===== src/rtl/sram_pkg.sv =====
// sram_pkg -- shared types and helpers for the banked SRAM.
//   state_t     : controller state (INIT clears the array, READY serves requests)
//   byte_parity : even-parity bit for one byte (bit that makes the 9-bit total even)
package sram_pkg;

   typedef enum logic {
      INIT  = 1'b0,
      READY = 1'b1
   } state_t;

   function automatic logic byte_parity(input logic [7:0] i_byte);
      return ^i_byte;
   endfunction

endpackage


===== src/rtl/sram_bank.sv =====
// sram_bank -- one single-port, byte-enabled storage bank.
// Ports:
//   i_clk    : clock; writes land on the rising edge
//   i_we     : write enable for this bank
//   i_row    : row address (used for both write and read)
//   i_be     : per-byte write enable
//   i_wdata  : write data
//   o_rdata  : read data of i_row (combinational; the caller registers it)
//   i_wpar / o_rpar : per-byte check bits, present only with SRAM_PARITY_EN
// Build option: SRAM_PARITY_EN adds one stored parity bit per byte.
module sram_bank
   import sram_pkg::*;
#(
   parameter int ROW_W      = 6,
   parameter int DATA_WIDTH = 32
) (
   input  logic                    i_clk,
   input  logic                    i_we,
   input  logic [ROW_W-1:0]        i_row,
   input  logic [DATA_WIDTH/8-1:0] i_be,
   input  logic [DATA_WIDTH-1:0]   i_wdata,
`ifdef SRAM_PARITY_EN
   input  logic [DATA_WIDTH/8-1:0] i_wpar,
   output logic [DATA_WIDTH/8-1:0] o_rpar,
`endif
   output logic [DATA_WIDTH-1:0]   o_rdata
);

   localparam int NBYTES = DATA_WIDTH / 8;
   localparam int ROWS   = 2 ** ROW_W;

   // Storage carries no reset; the controller's INIT sweep clears it.
   logic [DATA_WIDTH-1:0] r_mem [ROWS];

   always_ff @(posedge i_clk) begin
      if (i_we) begin
         for (int k = 0; k < NBYTES; k++) begin
            if (i_be[k]) r_mem[i_row][k*8 +: 8] <= i_wdata[k*8 +: 8];
         end
      end
   end

   assign o_rdata = r_mem[i_row];

`ifdef SRAM_PARITY_EN
   logic [NBYTES-1:0] r_par [ROWS];

   always_ff @(posedge i_clk) begin
      if (i_we) begin
         for (int k = 0; k < NBYTES; k++) begin
            if (i_be[k]) r_par[i_row][k] <= i_wpar[k];
         end
      end
   end

   assign o_rpar = r_par[i_row];
`endif

endmodule


===== src/rtl/sram_banked.sv =====
// sram_banked -- banked word SRAM with a two-stage request pipeline.
// Ports:
//   i_clk         : clock
//   i_reset       : asynchronous active-low reset
//   i_req_valid   : request present          o_req_ready : request accepted this cycle
//   i_req_write   : 1 = write, 0 = read      i_addr_sel  : word address
//   i_byte_sel    : per-byte write enable    i_datain    : write data
//   i_err_inject  : corrupt stored parity of written bytes (parity build only)
//   o_rsp_valid   : one-cycle read-data pulse
//   o_dataout     : read data, held between responses
//   o_rsp_err     : read data failed the parity check (qualified by o_rsp_valid)
// Build option: SRAM_PARITY_EN enables per-byte even parity.
// Timing: accept at E0, array access at E0+1, response visible after E0+1.
// Low address bits pick the bank, the upper bits the row.
module sram_banked
   import sram_pkg::*;
#(
   parameter int ADDR_WIDTH = 7,
   parameter int DATA_WIDTH = 32,
   parameter int NUM_BANKS  = 2
) (
   input  logic                    i_clk,
   input  logic                    i_reset,
   input  logic                    i_req_valid,
   output logic                    o_req_ready,
   input  logic                    i_req_write,
   input  logic [ADDR_WIDTH-1:0]   i_addr_sel,
   input  logic [DATA_WIDTH/8-1:0] i_byte_sel,
   input  logic [DATA_WIDTH-1:0]   i_datain,
   input  logic                    i_err_inject,
   output logic                    o_rsp_valid,
   output logic [DATA_WIDTH-1:0]   o_dataout,
   output logic                    o_rsp_err
);

   localparam int NBYTES = DATA_WIDTH / 8;
   localparam int BANK_W = $clog2(NUM_BANKS);
   localparam int ROW_W  = ADDR_WIDTH - BANK_W;
   localparam logic [ADDR_WIDTH-1:0] BANK_MASK = ADDR_WIDTH'(NUM_BANKS - 1);

   // ---------------- controller ----------------
   state_t           r_state;
   logic [ROW_W-1:0] r_row;
   logic             r_ready;

   always_ff @(posedge i_clk or negedge i_reset) begin
      if (!i_reset) begin
         r_state <= INIT;
         r_row   <= '0;
         r_ready <= 1'b0;
      end else begin
         case (r_state)
            INIT: begin
               // Row counter wraps to 0 on the last row and then stays there.
               r_row <= r_row + ROW_W'(1);
               if (r_row == '1) begin
                  r_state <= READY;
                  r_ready <= 1'b1;
               end
            end
            READY:   r_ready <= 1'b1;
            default: begin
               r_state <= INIT;
               r_ready <= 1'b0;
            end
         endcase
      end
   end

   assign o_req_ready = r_ready;

   logic w_init;
   logic w_accept;
   assign w_init   = (r_state == INIT);
   assign w_accept = i_req_valid & r_ready;

   // ---------------- request pipeline ----------------
   // r_vld_pipe[0]: request latched, array access this cycle
   // r_vld_pipe[1]: read response on the outputs
   logic [1:0]              r_vld_pipe;
   logic                    r_s1_write;
   logic [ADDR_WIDTH-1:0]   r_s1_addr;
   logic [NBYTES-1:0]       r_s1_be;
   logic [DATA_WIDTH-1:0]   r_s1_data;
   logic [DATA_WIDTH-1:0]   r_dataout;
   logic                    w_rd_fire;
   logic [DATA_WIDTH-1:0]   w_rsel;

   assign w_rd_fire = r_vld_pipe[0] & ~r_s1_write;

   always_ff @(posedge i_clk or negedge i_reset) begin
      if (!i_reset) begin
         r_vld_pipe <= '0;
         r_s1_write <= 1'b0;
         r_s1_addr  <= '0;
         r_s1_be    <= '0;
         r_s1_data  <= '0;
         r_dataout  <= '0;
      end else begin
         r_vld_pipe[0] <= w_accept;
         r_vld_pipe[1] <= w_rd_fire;
         if (w_accept) begin
            r_s1_write <= i_req_write;
            r_s1_addr  <= i_addr_sel;
            r_s1_be    <= i_byte_sel;
            r_s1_data  <= i_datain;
         end
         if (w_rd_fire) r_dataout <= w_rsel;
      end
   end

   assign o_rsp_valid = r_vld_pipe[1];
   assign o_dataout   = r_dataout;

   // ---------------- bank array ----------------
   logic [ADDR_WIDTH-1:0] w_bank_a;
   logic [ROW_W-1:0]      w_s1_row;
   logic [ROW_W-1:0]      w_row;
   logic [NBYTES-1:0]     w_be;
   logic [DATA_WIDTH-1:0] w_wdata;

   assign w_bank_a = r_s1_addr & BANK_MASK;
   assign w_s1_row = ROW_W'(r_s1_addr >> BANK_W);

   // INIT owns the array: every bank writes zero to the sweep row.
   assign w_row   = w_init ? r_row : w_s1_row;
   assign w_be    = w_init ? '1    : r_s1_be;
   assign w_wdata = w_init ? '0    : r_s1_data;

   logic [NUM_BANKS-1:0]                 w_we;
   logic [NUM_BANKS-1:0][DATA_WIDTH-1:0] w_rd;

`ifdef SRAM_PARITY_EN
   logic                             r_s1_inj;
   logic                             r_rsp_err;
   logic [NBYTES-1:0]                w_wpar;
   logic [NBYTES-1:0]                w_rpar_sel;
   logic [NBYTES-1:0]                w_rpar_calc;
   logic [NUM_BANKS-1:0][NBYTES-1:0] w_rpar;
`endif

   for (genvar g = 0; g < NUM_BANKS; g++) begin : g_bank
      assign w_we[g] = w_init |
                       (r_vld_pipe[0] & r_s1_write & (w_bank_a == ADDR_WIDTH'(g)));

      sram_bank #(
         .ROW_W      (ROW_W),
         .DATA_WIDTH (DATA_WIDTH)
      ) u_bank (
         .i_clk   (i_clk),
         .i_we    (w_we[g]),
         .i_row   (w_row),
         .i_be    (w_be),
         .i_wdata (w_wdata),
`ifdef SRAM_PARITY_EN
         .i_wpar  (w_wpar),
         .o_rpar  (w_rpar[g]),
`endif
         .o_rdata (w_rd[g])
      );
   end

   always_comb begin
      w_rsel = '0;
`ifdef SRAM_PARITY_EN
      w_rpar_sel = '0;
`endif
      for (int b = 0; b < NUM_BANKS; b++) begin
         if (w_bank_a == ADDR_WIDTH'(b)) begin
            w_rsel = w_rd[b];
`ifdef SRAM_PARITY_EN
            w_rpar_sel = w_rpar[b];
`endif
         end
      end
   end

   // ---------------- check bits ----------------
`ifdef SRAM_PARITY_EN
   for (genvar k = 0; k < NBYTES; k++) begin : g_par
      // Injection flips the stored bit so the next read of that byte mismatches.
      assign w_wpar[k]      = byte_parity(w_wdata[k*8 +: 8]) ^ (r_s1_inj & ~w_init);
      assign w_rpar_calc[k] = byte_parity(w_rsel[k*8 +: 8]);
   end

   always_ff @(posedge i_clk or negedge i_reset) begin
      if (!i_reset) begin
         r_s1_inj  <= 1'b0;
         r_rsp_err <= 1'b0;
      end else begin
         if (w_accept) r_s1_inj <= i_err_inject;
         r_rsp_err <= w_rd_fire & (|(w_rpar_sel ^ w_rpar_calc));
      end
   end

   assign o_rsp_err = r_rsp_err;
`else
   logic w_unused_inj;
   assign w_unused_inj = i_err_inject;
   assign o_rsp_err    = 1'b0;
`endif

endmodule

===== config.mk =====
export PLATFORM = sky130hd
export DESIGN_NAME = sram_banked
export DESIGN_NICKNAME = d
export VERILOG_FILES = /design/src/rtl/sram_pkg.sv /design/src/rtl/sram_bank.sv /design/src/rtl/sram_banked.sv
export SDC_FILE = /design/constraint.sdc
export NUM_CORES = 2
export LEC_CHECK = 0
export BUFFER_PORTS_ARGS = -buffer_cell sky130_fd_sc_hd__buf_4
export CORE_MARGIN = 4
export CORE_UTILIZATION = 55
export DETAILED_ROUTE_END_ITERATION = 6
export PLACE_DENSITY = 0.71
export SLEW_MARGIN = 20
export SYNTH_ARGS = -nofsm -noshare
export SYNTH_HDL_FRONTEND = slang
export SYNTH_SLANG_ARGS = --single-unit

===== constraint.sdc =====
create_clock -name i_clk -period 5.5 [get_ports i_clk]
set_input_delay 1.1 -clock i_clk [delete_from_list [all_inputs] [get_ports i_clk]]
set_output_delay 1.1 -clock i_clk [all_outputs]
set_load 0.01 [all_outputs]

==> summary.txt <==
Reg2Reg Depth: 5
Cell variety after synth: 60
Syn Nets: 8797
FFs w/ async S/R, synth: 2.06%
endpoints failing hold: 0
Finished Layout Cells: 13.0k
total setup buffers inserted after CTS: 0
Total Power: 61900 µW
global route hottest layer: met2
I/O pins: 83
CTS Root Cell: clkbuf_16
crit path DAT: 5.12 ns
Area Overhead vs Synth: 12.4%
final setup vio count: 0
Die Span X: 540 µm
share of the synthesized area in the top cell type: 79.1%
period utilisation layout: 83.3%
failing checks: DRC
hpwl dp: 254000 µm
Synth Flop Type: edfxtp_1
DRT Wirelength: 433000 µm
largest net degree at the start of global routing: 92
TritonCTS buffer count: 400
top-count cell post-synth: edfxtp_1
worst-skew pair later-pin latency: 0.97 ns
Worst Setup Path Type: flip-flop to flip-flop
routed length per placed instance: 33.3 µm
Post-synth EDFFs: 4096
Via-to-Cell Ratio: 6.91
worst slew pin tran: 1.16 ns
GRT met1 Usage: 40.2%
layout cells sized above 1: 12.7%
core footprint: 280000 µm²
hold_buf cts: 0
Clock Pin Slew Worst Setup and Hold Paths: 0.07 ns
Commonest cells post-synth: 4096 x edfxtp_1, 1378 x a22oi_1, 447 x nor2_1, 368 x mux2i_1, 295 x buf_2
CTS H-tree depth: 5
Tot GR Track Use: 29.1%
Min-Delay Path Class: input pin to asynchronous set/reset pin
Clock Tree Buf Depth: 4
CP endpoint kind: flip-flop
LEAKAGE: 0.0498 µW
Max Slew Vio Count: 0
post-cts resize count: 0
CP Data Required Time: 6.04 ns
via count: 89.9k
#FFs+latches synth: 4182
register area share after synthesis: 80.5%
CP max FO: 43
# fillers: 19.0k
row count: 194
outcome: complete, but fails checks
setup TNS: 0 ns
R2R Setup Slk: 0.92 ns
Max Cap Viol: 0
cell area after synthesis: 156000 µm²
Die ar.: 291000 µm²
reg2reg end: g_bank[1].u_bank.r_mem[34][27]$_DFFE_PP_
Slew headroom: 22.8%
met2 Resource Use GR: 45.0%
GR Overflow Total: 0
Syn Area/Cell: 17.8 µm²
CP Launch Type: flip-flop
Max IR drop VDD: 0.000328 V
CTS Sinks: 4182
min Tclk post-route: 4.58 ns
CTS tree: done
Die Y: 540 µm
drt pass-1 iters: 7
first-pass GRT wire length: 621000 µm
Placed Cells: 12.3k
Ys Warns: 0
PwrDens: 354 nW/µm²
clock skew: 0.0644 ns
RSZ-0062 raised after global routing: no
DR iter-0 viols: 14.0k
Post-Syn Instances: 8748
Synth area leaders: edfxtp_1 79%, a22oi_1 6.7%, mux2i_1 2.4%, dfrtp_1 1.4%, a41oi_1 1.2%
initial antenna violation count: 15
Layout Nets: 9000
met3 Resource Use GR: 5.91%
leading area contributor after synthesis: edfxtp_1
Highest Clock Rate: 0.218 GHz
GP Congestion: 0.853
Initial Util: 55.5%
DRC violations left: 1
number of global-route vias before repair: 87.5k
PortBufs: 80
Routed Antenna Nets: 0
R2R Path Start: r_row[1]$_DFFE_PN0N_
flip-flops by register name (all words and copies together) (netlist names):
signal,cells
o_dataout,32
o_req_ready,1
r_row,6
r_state,1
r_s1_addr,7
g_bank.u_bank.r_mem,4096
r_s1_write,1
r_s1_data,32
r_vld_pipe,2
r_s1_be,4
routing by layer:
metal / part of all wire (%) / routed length [µm]
met1: 36 / 155000
met2: 47 / 202000
met3: 12 / 53100
met4: 5.3 / 23000
met5: 0.0078 / 34
layout by cell type, fill, tap and decap left out, types with 39 or more instances in the layout:
master | Yosys | layout
nand4_1 | 85 | 85
nor4_1 | 47 | 47
nor2_1 | 447 | 432
mux2i_1 | 368 | 366
a41oi_1 | 221 | 221
o21ai_0 | 201 | 201
a22oi_1 | 1378 | 1378
a222oi_1 | 77 | 77
nand2_1 | 217 | 208
clkbuf_16 | 0 | 403
buf_4 | 56 | 365
buf_12 | 0 | 64
nor3_1 | 129 | 107
clkinv_2 | 0 | 78
clkbuf_1 | 199 | 81
a31oi_1 | 100 | 100
dfrtp_1 | 86 | 85
bufinv_16 | 0 | 39
mux2_2 | 45 | 44
o22ai_1 | 159 | 159
a2bb2oi_1 | 40 | 40
edfxtp_1 | 4096 | 4096
clkinv_1 | 0 | 74
a21oi_1 | 95 | 95
kinds of logic (layout without fill, tap and decap cells):
group                    after synthesis  in the layout  share of synthesized area (%)
flip-flops                          4182           4182                           80.5
AO/OA/AOI/OAI                       2427           2427                           11.5
XOR/XNOR                               5              5                         0.0282
buffers and inverters                634           1173                           1.99
AND/OR/NAND/NOR                     1085           1085                           3.29
other                                  1              7                        0.00241
multiplexers                         413            413                           2.69
adder cells (fa/ha/maj)                1              1                        0.00804
how the worst max path moves through the flow:
stage                         start                                       end  slack (ns)
2_1_floorplan     r_state$_DFF_PN0_   g_bank[0].u_bank.r_mem[0][10]$_DFFE_PP_        1.56
3_3_place_gp      r_state$_DFF_PN0_  g_bank[0].u_bank.r_mem[25][10]$_DFFE_PP_        1.21
3_5_place_dp   r_row[1]$_DFFE_PN0N_  g_bank[1].u_bank.r_mem[34][27]$_DFFE_PP_        1.12
4_1_cts        r_row[1]$_DFFE_PN0N_  g_bank[1].u_bank.r_mem[34][25]$_DFFE_PP_        1.04
5_1_grt        r_row[1]$_DFFE_PN0N_  g_bank[1].u_bank.r_mem[34][25]$_DFFE_PP_        0.84
6_report       r_row[1]$_DFFE_PN0N_  g_bank[1].u_bank.r_mem[34][27]$_DFFE_PP_        0.92
stage by stage:
stage	hold WS (ns)	worst slack, ns	area (µm²)	util (%)
finish	0.240	0.918	175000	62.4
floorplan	0.471	1.56	156000	-
detailed placement	0.497	1.12	162000	57.7
global route	0.257	0.838	175000	62.4
global placement	0.493	1.21	162000	57.6
CTS	0.217	1.04	175000	62.3
worst max-delay path, stage by stage (launching register included):
cell and delay [ns]:
dfrtp_1 0.84, nor4b_1 0.68, or2_4 1.01, buf_4 0.49, nand2_1 0.30, nor2_1 0.84
power by group:
group          switching, µW  internal, µW
clock network          11900         15500
registers                  0         34400
logic                   34.8          21.7
cell type report:
type | count | area, µm² | share of cell area (%)
multi-input combinational | 3932 | 27800 | 15.9
clock buffer | 496 | 10600 | 6.04
clock inverter | 242 | 2550 | 1.46
timing repair buffer | 430 | 4030 | 2.31
sequential | 4182 | 125000 | 71.6
inverter | 5 | 18.8 | 0.0107
tap | 3724 | 4660 | 2.67
antenna | 6 | 15.0 | 0.00859
No activity file was read; power rests on OpenSTA's default activity.
